==> src/rtl/rpc_init_pkg.sv <==
// Shared types for the RPC DRAM register init sequencer: table entries,
// register-bus structs, FSM state encoding and the default boot table.
package rpc_init_pkg;

    localparam int unsigned AddrWidth    = 48;
    localparam int unsigned DataWidth    = 32;
    localparam int unsigned StrbWidth    = 4;
    localparam int unsigned MaxWaitWidth = 16;

    typedef struct packed {
        logic [AddrWidth-1:0]    offset;
        logic [DataWidth-1:0]    data;
        logic [MaxWaitWidth-1:0] wait_cycles;
    } init_entry_t;

    typedef struct packed {
        logic [AddrWidth-1:0] addr;
        logic                 write;
        logic [DataWidth-1:0] wdata;
        logic [StrbWidth-1:0] wstrb;
        logic                 valid;
    } reg_req_t;

    typedef struct packed {
        logic [DataWidth-1:0] rdata;
        logic                 error;
        logic                 ready;
    } reg_rsp_t;

    typedef logic [1:0] state_e;
    localparam state_e StIdle  = 2'd0;
    localparam state_e StWrite = 2'd1;
    localparam state_e StWait  = 2'd2;
    localparam state_e StDone  = 2'd3;

    // Controller timing registers followed by PHY delay config reset values.
    localparam init_entry_t RpcDefaultInit [8] = '{
        '{offset: 48'h00, data: 32'h0000_0C35, wait_cycles: 16'd0},
        '{offset: 48'h04, data: 32'h0000_0008, wait_cycles: 16'd0},
        '{offset: 48'h08, data: 32'h0004_0406, wait_cycles: 16'd0},
        '{offset: 48'h0C, data: 32'h0000_0A0A, wait_cycles: 16'd0},
        '{offset: 48'h10, data: 32'h0000_0010, wait_cycles: 16'd0},
        '{offset: 48'h14, data: 32'h0010_0010, wait_cycles: 16'd16},
        '{offset: 48'h18, data: 32'h0000_0003, wait_cycles: 16'd0},
        '{offset: 48'h1C, data: 32'h0000_0001, wait_cycles: 16'd0}
    };

    function automatic logic [AddrWidth-1:0] entry_addr(input logic [AddrWidth-1:0] base,
                                                       input logic [AddrWidth-1:0] offset);
        return base + offset;
    endfunction

endpackage

==> src/rtl/rpc_reg_init_seq.sv <==
// Boot-time register init sequencer: writes InitTable into the RPC controller
// reg port, stalling the external master until the sequence finishes.
module rpc_reg_init_seq
    import rpc_init_pkg::*;
#(
    parameter int unsigned NumEntries = 8,
    parameter logic [47:0] BaseAddr   = 48'h0,
    parameter int unsigned WaitWidth  = 16,
    parameter bit          AutoStart  = 1'b1,
    parameter init_entry_t InitTable [(NumEntries > 0) ? NumEntries : 1] = '{default: '0},
    parameter type         reg_req_t  = rpc_init_pkg::reg_req_t,
    parameter type         reg_rsp_t  = rpc_init_pkg::reg_rsp_t
) (
    input  logic     clk_i,
    input  logic     rst_ni,
    input  logic     start_i,
    input  reg_req_t ext_req_i,
    output reg_rsp_t ext_rsp_o,
    output reg_req_t reg_req_o,
    input  reg_rsp_t reg_rsp_i,
    output logic     busy_o,
    output logic     done_o,
    output logic     error_o
);

    localparam int unsigned TableDepth = (NumEntries > 0) ? NumEntries : 1;
    localparam int unsigned IdxWidth   = (NumEntries > 0) ? $clog2(NumEntries + 1) : 1;
    localparam int unsigned LastIdx    = (NumEntries > 0) ? NumEntries - 1 : 0;

    state_e                state_q, state_d;
    logic [IdxWidth-1:0]   idx_q, idx_d;
    logic [WaitWidth-1:0]  wait_cnt_q, wait_cnt_d;
    logic                  auto_pend_q, auto_pend_d;
    logic                  done_q, done_d;
    logic                  error_q, error_d;

    init_entry_t           cur_entry;
    logic [WaitWidth-1:0]  entry_wait;
    logic                  last_entry;
    logic                  seq_active;

    // Decoded table lookup keeps the index in range for any NumEntries.
    always_comb begin
        cur_entry = '0;
        for (int unsigned i = 0; i < TableDepth; i++) begin
            if (idx_q == IdxWidth'(i)) begin
                cur_entry = InitTable[i];
            end
        end
    end

    assign entry_wait = WaitWidth'(cur_entry.wait_cycles);
    assign last_entry = (idx_q == IdxWidth'(LastIdx));
    assign seq_active = (state_q == StWrite) || (state_q == StWait);

    always_comb begin
        state_d     = state_q;
        idx_d       = idx_q;
        wait_cnt_d  = wait_cnt_q;
        auto_pend_d = auto_pend_q;
        done_d      = done_q;
        error_d     = error_q;

        case (state_q)
            StIdle, StDone: begin
                if ((auto_pend_q || start_i) && !ext_req_i.valid) begin
                    idx_d       = '0;
                    auto_pend_d = 1'b0;
                    error_d     = 1'b0;
                    if (NumEntries == 0) begin
                        done_d  = 1'b1;
                        state_d = StDone;
                    end else begin
                        done_d  = 1'b0;
                        state_d = StWrite;
                    end
                end
            end
            StWrite: begin
                if (reg_rsp_i.ready) begin
                    if (reg_rsp_i.error) begin
                        error_d = 1'b1;
                        done_d  = 1'b1;
                        state_d = StDone;
                    end else if (entry_wait != '0) begin
                        wait_cnt_d = entry_wait;
                        state_d    = StWait;
                    end else if (last_entry) begin
                        done_d  = 1'b1;
                        state_d = StDone;
                    end else begin
                        idx_d = idx_q + IdxWidth'(1);
                    end
                end
            end
            StWait: begin
                if (wait_cnt_q == WaitWidth'(1)) begin
                    if (last_entry) begin
                        done_d  = 1'b1;
                        state_d = StDone;
                    end else begin
                        idx_d   = idx_q + IdxWidth'(1);
                        state_d = StWrite;
                    end
                end else begin
                    wait_cnt_d = wait_cnt_q - WaitWidth'(1);
                end
            end
            default: state_d = StIdle;
        endcase
    end

    always_ff @(posedge clk_i) begin
        if (!rst_ni) begin
            state_q     <= StIdle;
            idx_q       <= '0;
            wait_cnt_q  <= '0;
            auto_pend_q <= AutoStart;
            done_q      <= 1'b0;
            error_q     <= 1'b0;
        end else begin
            state_q     <= state_d;
            idx_q       <= idx_d;
            wait_cnt_q  <= wait_cnt_d;
            auto_pend_q <= auto_pend_d;
            done_q      <= done_d;
            error_q     <= error_d;
        end
    end

    // External master sees a plain wire when the sequencer is not running.
    always_comb begin
        reg_req_o = ext_req_i;
        ext_rsp_o = reg_rsp_i;
        if (seq_active) begin
            ext_rsp_o = '0;
            reg_req_o = '0;
            if (state_q == StWrite) begin
                reg_req_o.valid = 1'b1;
                reg_req_o.write = 1'b1;
                reg_req_o.wstrb = '1;
                reg_req_o.addr  = entry_addr(BaseAddr, cur_entry.offset);
                reg_req_o.wdata = cur_entry.data;
            end
        end
    end

    assign busy_o  = seq_active;
    assign done_o  = done_q;
    assign error_o = error_q;

endmodule

==> config.mk <==
export PLATFORM = sky130hd
export DESIGN_NAME = rpc_reg_init_seq
export DESIGN_NICKNAME = d
export VERILOG_FILES = /design/src/rtl/rpc_init_pkg.sv /design/src/rtl/rpc_reg_init_seq.sv
export SDC_FILE = /design/constraint.sdc
export NUM_CORES = 1
export LEC_CHECK = 0
export CORE_AREA = 2 2 96 98
export CTS_BUF_LIST = sky130_fd_sc_hd__clkbuf_16
export DETAILED_ROUTE_END_ITERATION = 8
export DIE_AREA = 0 0 98 100
export DONT_BUFFER_PORTS = 1
export SYNTH_ARGS = -nofsm -noshare
export SYNTH_HDL_FRONTEND = slang
export SYNTH_SLANG_ARGS = --single-unit
==> constraint.sdc <==
create_clock -name clk_i -period 3.9 [get_ports clk_i]
set_input_delay 0.975 -clock clk_i [delete_from_list [all_inputs] [get_ports clk_i]]
set_output_delay 0.975 -clock clk_i [all_outputs]
set_load 0.005 [all_outputs]
==> results of run 1 <==
[power groups by stage]
stage	registers, mW	clock network (mW)	logic [mW]
2_1_floorplan	0.274	0	0.219
3_3_place_gp	0.276	0	0.250
3_5_place_dp	0.276	0	0.257
4_1_cts	0.270	0.235	0.259
5_1_grt	0.272	0.246	0.284
6_report	0.270	0.226	0.258
[routing by layer]
metal	up-vias	wire [um]	share of wire, %	track usage (%)
li1	972	-	-	-
met1	932	3590	41	19.6
met2	111	3830	44	23.1
met3	13	1200	14	13.3
met4	8	26	0.30	2.24
met5	-	43	0.49	0
[area by class of cell]
cell class | count | share of cell area [%]
inverter | 8 | 1.29
timing repair buffer | 2 | 0.646
clock inverter | 1 | 0.161
multi-input combinational | 245 | 66.4
clock buffer | 3 | 3.23
antenna | 7 | 0.753
tap | 111 | 5.97
sequential | 25 | 21.5
[registers in the layout, summed over array words and instances (netlist names)]
signal / cells
wait_cnt_q: 16
state_q: 2
error_o: 1
auto_pend_q: 1
idx_q: 4
done_o: 1
[through the flow]
| stage | total power, mW | area [um2] |
|---|---|---|
| 4_1_cts | 0.764 | 2310 |
| 6_report | 0.754 | 2330 |
| 3_5_place_dp | 0.533 | 2230 |
| 2_1_floorplan | 0.493 | 2150 |
| 3_3_place_gp | 0.526 | 2230 |
| 5_1_grt | 0.802 | 2320 |
[path summary, 6_finish.rpt]
kind / to / slack [ns] / cells past startpoint
min reg2reg: auto_pend_q$_SDFFE_PN1P_ / 0.47 / 2
max reg2reg: wait_cnt_q[13]$_SDFFE_PN0P_ / 1.68 / 4
max: ext_rsp_o[3] / 0.77 / 4
min: auto_pend_q$_SDFFE_PN1P_ / 0.47 / 2
[layout by cell type (no fill, tap or decap), drive strengths merged, types with 2 or more instances in the layout]
cell type,synthesis,layout
a21oi,12,12
a41o,2,2
and2,113,113
buf,2,2
clkbuf,18,3
dfxtp,25,25
diode,0,7
ha,5,5
inv,8,9
mux2i,8,8
nand2,32,32
nand2b,7,7
nand3,7,7
nor2,7,7
nor4,5,5
nor4b,2,2
o21ai,6,6
o31ai,5,5
o41ai,2,2
or2,3,3
or3,6,6
or4,10,10
[synth_stat cells]
cell	instances
or3_1	6
and3_1	1
a41o_1	2
nor2_1	7
o21ai_0	6
dfxtp_1	25
xnor2_1	1
nor2b_1	1
buf_2	1
nor3_1	1
nor4_1	5
nand2_1	32
or4_1	9
o211ai_1	1
nand3b_1	1
o2111ai_1	1
ha_1	5
clkbuf_1	18
nor4b_1	2
or3b_2	1
buf_4	1
or4_4	1
o221a_2	1
nand3_2	1
o41ai_2	2
a21oi_1	12
nand3_1	6
or2_2	3
o31ai_1	5
nand4_1	1
a211oi_1	1
and2_1	113
o21bai_1	1
mux2i_1	8
o21a_1	1
nand2b_1	7
inv_1	8
[critical path, delay by kind of cell (launching register included)]
| family | cells | cell delay (ns) |
|---|---|---|
| and+or+nand+nor | 1 | 0.26 |
| DFF | 1 | 0.33 |
| buffers and inverters | 2 | 0.60 |
| adders and majority gates | 1 | 0.66 |
[logic make-up after synthesis]
kind of cell / count (synthesis) / share of synthesized area (%)
AND/OR/NAND/NOR: 198 / 53.9
multiplexers: 8 / 3.72
buffers and inverters: 28 / 5.11
adder cells (fa/ha/maj): 5 / 2.91
flip-flops: 25 / 23.2
XOR/XNOR: 1 / 0.407
AO/OA/AOI/OAI: 33 / 10.7
==> summary.txt, run 1 <==
Final layout
  – Multi-input gate area: 1550 um2
  – Post-Route Utilization: 26.2%
  – Layout area overhead: 8.02%
  – FF/Latch Area: 500 um2
  – # fillers: 994
  – Final std cells w/o fill: 402
  – Fraction of layout cells with a size suffix above 1: 5.28%
  – NumNets Final: 413

Floorplan
  – Row count: 35
  – Die Span X: 98 um
  – Ports: 246
  – Die Area: 9800 um2
  – Core area: 8890 um2
  – Initial core utilization: 24.2%
  – Die H: 100 um

Pwr
  – Net Sw Frac: 34.1%
  – Sequential power share: 35.8%
  – P per Cell Area: 324 nW/um2
  – Combinational share of power: 34.2%
  – Clk pwr share: 30.0%
  – Cell Int Power: 497 uW
  – Psw: 257 uW
  – Leak: 0.896 nW
  – VDD IR-drop max: 0.000153 V

Setup path
  – Required @ worst endpoint: 2.92 ns
  – Crit Path Class: flop to output pin
  – CP max stage cell: ha_2
  – Critical Path Source Type: flop
  – Crit. End Element: output pin
  – R2R Path Start: wait_cnt_q[6]$_SDFFE_PN0P_
  – Cell chain of the critical path: inv_1 -> ha_2 -> buf_4 -> and2_1
  – WP data arrival: 2.15 ns
  – Critical Path Start: state_q[0]$_SDFFE_PN0P_
  – Critical Path Max Stage Delay: 0.66 ns
  – CP max FO: 84

Clocking
  – Postcts setup bufs: 0
  – Root cell of the clock tree: clkbuf_16
  – CTS resizes: 0
  – Clock latency at the later pin of the worst-skew pair: 0.26 ns
  – TritonCTS Sinks: 25
  – CTS Buf Count: 3
  – CTS Hold Bufs: 0
  – Clock H-tree levels: 1
  – Clock buffer depth: 2
  – Worst-path clk slew: 0.06 ns
  – CTS tree: done

Synthesis
  – Mapped Area: 2150 um2
  – Post-synthesis sequential area ratio: 23.2%
  – Synth cell types: 37
  – Largest cells by area after synthesis: and2_1 33%, dfxtp_1 23%, nand2_1 5.6%
  – Cell accounting for the most synthesized area: and2_1
  – Syn nets: 426
  – Share of the synthesized area in the top cell type: 32.8%
  – YS warnings: 0
  – Register bit total from synthesis: 25
  – Avg Inst Size Synth: 7.23 um2
  – Mapped Cells: 298

Routing
  – Iteration-0 DRC Markers: 72
  – Wirelength per Cell: 21.6 um
  – DRC Markers: 0
  – Routed vias/inst: 5.06
  – Vias: 2,036
  – Post-Route WL: 8.69 mm
  – Drt first pass iters: 4
  – Final ANT Viol Nets: 0

Min path
  – Hold path start: auto_pend_q$_SDFFE_PN1P_
  – Worst Hold Class: flop to flop

Timing
  – Slew @ Worst Pin: 0.781 ns
  – Final Hold Fails: 0
  – RSZ-0062 raised after global routing: false
  – Hold slack: 0.469 ns
  – Max-slew violations: 0
  – Sum Neg Setup Slack: 0 ns
  – Finish-stage setup viols: 0
  – Final Cycle Share: 80.2%
  – Max-slew headroom: 47.6%
  – Final setup margin: 0.772 ns
  – Clk_skew: 0.00286 ns
  – Min Tclk post-route: 3.13 ns
  – Fmax: 320 MHz

Run
  – Max-cap viol count: 0

Global routing
  – Total Routing Usage GR: 16.3%
  – Global route total overflow: 0
  – Pin count of the biggest net entering global routing: 85
  – Initial antenna violation count: 15
  – First-pass GRT wire length: 12.0 mm
  – Vias in the first global route: 1,832

Placement
  – Gpl congestion: 1.07
  – Place WS: 1.08 ns
  – DPL Wire Length: 7.51 mm
  – IO Port Bufs: 0
  – Placed Cells: 391

Status
  – Status: complete, no violations
(Power assumes the default switching activity.)
==> run 2, diff against run 1 <==
Settings changed: CORE_AREA 2 2 96 98 to 2 2 97 99, DIE_AREA 0 0 98 100 to 0 0 99 101.
Clock period 3.9 ns to 3.1 ns, I/O delays scaled along.
==> run 2 against run 1 <==
Combinational power rose by 31%; die area increased by 2.0%; sequential power grew 26%; clock-buffer cell count unchanged; clock skew grew 0.00083 ns; register-to-register slack lost 0.89 ns; core utilization about the same; critical path depth stayed put; final area up 1.1%; via count grew 1.7%; critical path type unchanged; critical endpoint is now reg_req_o[81]; largest cell class unchanged; largest power group unchanged; highest routed layer unchanged.
==> summary.txt, run 2 (synthesis results as in run 1) <==
Status
  – Status: complete, no violations

Clocking
  – Postcts setup bufs: 0
  – TritonCTS Sinks: 25
  – Clock latency at the later pin of the worst-skew pair: 0.26 ns
  – CTS tree: done
  – Worst-path clk slew: 0.06 ns
  – Clock buffer depth: 2
  – CTS Buf Count: 3
  – Root cell of the clock tree: clkbuf_16
  – CTS resizes: 0
  – CTS Hold Bufs: 0
  – Clock H-tree levels: 1

Timing
  – Clk_skew: 0.00369 ns
  – Min Tclk post-route: 2.77 ns
  – Max-slew violations: 0
  – Finish-stage setup viols: 0
  – Max-slew headroom: 50.4%
  – Final Cycle Share: 89.2%
  – Fmax: 361 MHz
  – Final Hold Fails: 0
  – Slew @ Worst Pin: 0.738 ns
  – RSZ-0062 raised after global routing: false
  – Sum Neg Setup Slack: 0 ns

Final layout
  – Most frequent cells in the layout: 113 x and2_1, 32 x nand2_1, 25 x dfxtp_1
  – Layout area overhead: 9.18%
  – # fillers: 988
  – Max FFs per register: 16
  – NumNets Final: 414
  – Largest regs: wait_cnt_q x16, idx_q x4, state_q x2
  – Leading cell type in the layout, fill and taps excluded: and2_1
  – Fraction of layout cells with a size suffix above 1: 5.61%
  – Post-Route Utilization: 26.2%
  – Top reg by flops: wait_cnt_q

Setup path
  – R2r setup slk: 0.79 ns
  – Critical Path Max Stage Delay: 0.74 ns
  – CP max stage cell: ha_2
  – Buf+Inv Stages, Crit Path: 2
  – WP data arrival: 1.99 ns
  – Family with the most delay on the worst path: adder cells
  – CP max FO: 77
  – Critical Path Source Type: flop
  – Crit. End Element: output pin
  – Crit Path Class: flop to output pin
  – Required @ worst endpoint: 2.32 ns
  – Cell chain of the critical path: inv_1 -> ha_2 -> buf_12 -> and2_1

Global routing
  – Global route total overflow: 0
  – First-pass GRT wire length: 11.6 mm
  – Met3 Resource Use GR: 9.99%
  – Busiest layer in global routing: met1
  – Total Routing Usage GR: 15.3%
  – Met1 GRT Util: 21.3%
  – Pin count of the biggest net entering global routing: 78
  – Initial antenna violation count: 16
  – Vias in the first global route: 1,829
  – Met2 usage: 20.6%

Run
  – Max-cap viol count: 0

Routing
  – Iteration-0 DRC Markers: 69
  – Final ANT Viol Nets: 0
  – Routed vias/inst: 5.11
  – Vias: 2,070
  – Post-Route WL: 8.53 mm
  – Wirelength per Cell: 21.1 um
  – Drt first pass iters: 4
  – DRC Markers: 0

Floorplan
  – Die Span X: 99 um
  – Initial core utilization: 24.0%
  – Die H: 101 um
  – Row count: 35
  – Ports: 246
  – Die Area: 10000 um2
  – Core area: 8980 um2

Pwr
  – Leak: 0.906 nW
  – VDD IR-drop max: 0.000188 V
  – P per Cell Area: 411 nW/um2

Placement
  – DPL Wire Length: 7.13 mm
  – Gpl congestion: 1.02
  – IO Port Bufs: 0

Min path
  – Worst Hold Class: flop to flop
==> run 2: changes by cell type in the layout (fill, tap and decap cells not counted), sizes merged <==
cell	before	now
buf	2	3
diode	7	9
==> run 2: path summary, 6_finish.rpt <==
kind / start / to / depth (start not counted)
worst min register to register: auto_pend_q$_SDFFE_PN1P_ / auto_pend_q$_SDFFE_PN1P_ / 2
worst max-delay path: state_q[0]$_SDFFE_PN0P_ / reg_req_o[81] / 4
worst max register to register: state_q[0]$_SDFFE_PN0P_ / idx_q[2]$_SDFFE_PN0P_ / 6
worst min-delay path: auto_pend_q$_SDFFE_PN1P_ / auto_pend_q$_SDFFE_PN1P_ / 2
==> run 2: cell type report <==
cell class,instances,area (um2),share of cell area (%)
multi-input combinational,245,1550,65.7
sequential,25,500,21.3
tap,111,139,5.91
clock buffer,3,75.1,3.19
timing repair buffer,3,35.0,1.49
inverter,8,30.0,1.28
antenna,9,22.5,0.958
clock inverter,1,3.75,0.160
==> run 2: metal layers <==
metal,wire length [um],vias to the layer above
li1,-,973
met1,3830,969
met2,3630,108
met3,997,10
met4,5,10
met5,59,-
==> run 2: stage by stage <==
stage	power, mW	worst slack, ns	area, um2	instances	hold WS (ns)
finish	0.967	0.334	2350	405	0.466
global route	1.02	0.165	2340	401	0.484
CTS	0.981	0.313	2330	396	0.468
detailed placement	0.688	0.603	2250	392	0.457
global placement	0.680	0.700	2250	392	0.448
floorplan	0.620	0.751	2150	298	0.438
==> run 2: worst min-delay path, cell delays in order (launching register included) <==
cell     delay (ns)
dfxtp_1        0.31
o21ai_0        0.06
nand2_1        0.05
==> run 2: where the power goes <==
| part | switching (mW) | internal, mW |
|---|---|---|
| Clock | 0.116 | 0.173 |
| Combinational | 0.209 | 0.130 |
| Sequential | 0.00868 | 0.331 |
==> run 3, diff against run 2 <==
Settings changed: REMOVE_ABC_BUFFERS set to 1.
==> run 3 against run 2 <==
Combinational power shrank 1%; sequential share of layout area shrank 0.19 points; clock power is essentially flat.
==> summary.txt, run 3 (synthesis results as in run 1) <==
Clocking
  – Clock H-tree levels: 1
  – CTS Hold Bufs: 0
  – Clock latency at the later pin of the worst-skew pair: 0.26 ns
  – CTS resizes: 0
  – Postcts setup bufs: 0
  – CTS Buf Count: 3
  – Root cell of the clock tree: clkbuf_16
  – TritonCTS Sinks: 25
  – Worst-path clk slew: 0.07 ns
  – Clock buffer depth: 2
  – CTS tree: done

Global routing
  – Vias in the first global route: 1,912
  – Met3 Resource Use GR: 18.2%
  – Total Routing Usage GR: 21.9%
  – Busiest layer in global routing: met2
  – Initial antenna violation count: 38
  – Global route total overflow: 0
  – First-pass GRT wire length: 15.1 mm
  – Pin count of the biggest net entering global routing: 108
  – Met1 GRT Util: 26.5%
  – Met2 usage: 30.9%

Floorplan
  – Die H: 101 um
  – Initial core utilization: 24.0%
  – Core area: 8980 um2
  – Die Span X: 99 um
  – Die Area: 10000 um2
  – Ports: 246
  – Row count: 35

Timing
  – Final Hold Fails: 0
  – Final Cycle Share: 84.8%
  – Final setup margin: 0.472 ns
  – Hold slack: 0.464 ns
  – Min Tclk post-route: 2.63 ns
  – Slew @ Worst Pin: 0.777 ns
  – RSZ-0062 raised after global routing: false
  – Fmax: 381 MHz
  – Clk_skew: 0.00556 ns
  – Finish-stage setup viols: 0
  – Max-slew violations: 0
  – Max-slew headroom: 47.8%

Final layout
  – FF/Latch Area: 500 um2
  – Largest regs: wait_cnt_q x16, idx_q x4, state_q x2
  – Max FFs per register: 16
  – Layout area overhead: 10.2%
  – # fillers: 998
  – Leading cell type in the layout, fill and taps excluded: and2_1
  – Final std cells w/o fill: 415
  – Multi-input gate area: 1550 um2
  – Fraction of layout cells with a size suffix above 1: 5.63%
  – Top reg by flops: wait_cnt_q
  – NumNets Final: 413
  – Most frequent cells in the layout: 113 x and2_1, 32 x nand2_1, 25 x dfxtp_1

Pwr
  – Leak: 0.900 nW
  – Pwr Total: 965 uW
  – VDD IR-drop max: 0.000235 V
  – P per Cell Area: 407 nW/um2

Setup path
  – CP max FO: 22
  – WP data arrival: 1.85 ns
  – Crit. End Element: output pin
  – Required @ worst endpoint: 2.32 ns
  – Crit Path Class: flop to output pin
  – Critical Path Source Type: flop

Routing
  – Vias: 2,198
  – Wirelength per Cell: 27.6 um
  – Final ANT Viol Nets: 0
  – Routed vias/inst: 5.30
  – Post-Route WL: 11.5 mm
  – DRC Markers: 0
  – Drt first pass iters: 4
  – Iteration-0 DRC Markers: 207

Min path
  – Worst Hold Class: flop to flop

Placement
  – IO Port Bufs: 0
  – Place WS: 0.720 ns
  – Placed Cells: 391
  – DPL Wire Length: 9.91 mm
  – Gpl congestion: 0.956

Run
  – Max-cap viol count: 0

Status
  – Status: complete, no violations
[run 3: power by group]
| part | switching, mW | total [mW] | internal (mW) |
|---|---|---|---|
| clock network | 0.116 | 0.290 | 0.174 |
| registers | 0.00929 | 0.341 | 0.331 |
| logic | 0.207 | 0.334 | 0.127 |
[run 3: critical path, stage by stage (launching register included)]
cell and delay [ns]:
dfxtp_1 0.34, inv_1 0.06, ha_2 0.53, inv_1 0.25, nand2_1 0.28, nand2_1 0.13
[run 3: cell type report]
type                    count  share of cell area, %
diodes                     20                   2.11
multi-input cells         245                   65.1
flip-flops and latches     25                   21.1
clock inverters             1                  0.211
clock buffers               3                   3.16
repair buffers              2                   1.16
inverters                   8                   1.27
well taps                 111                   5.85
[run 3: worst paths after layout]
kind                                  to                       start  slack [ns]  cells past startpoint
max                        reg_req_o[37]     state_q[0]$_SDFFE_PN0P_        0.47                      5
min             auto_pend_q$_SDFFE_PN1P_    auto_pend_q$_SDFFE_PN1P_        0.46                      2
max reg2reg  wait_cnt_q[13]$_SDFFE_PN0P_  wait_cnt_q[6]$_SDFFE_PN0P_        0.89                      4
min reg2reg     auto_pend_q$_SDFFE_PN1P_    auto_pend_q$_SDFFE_PN1P_        0.46                      2
[run 3: per-layer routing]
metal	up-vias	part of all wire, %
met5	-	0.79
met1	974	38
met3	33	20
met2	195	39
li1	982	-
met4	14	1.6
[run 3: through the flow]
step | area, um2 | setup TNS (ns) | utilization (%)
2_1_floorplan | 2070 | -1.48 | -
3_3_place_gp | 2240 | 0 | 25.0
3_5_place_dp | 2240 | 0 | 25.0
4_1_cts | 2320 | 0 | 25.9
5_1_grt | 2330 | 0 | 26.0
6_report | 2370 | 0 | 26.4
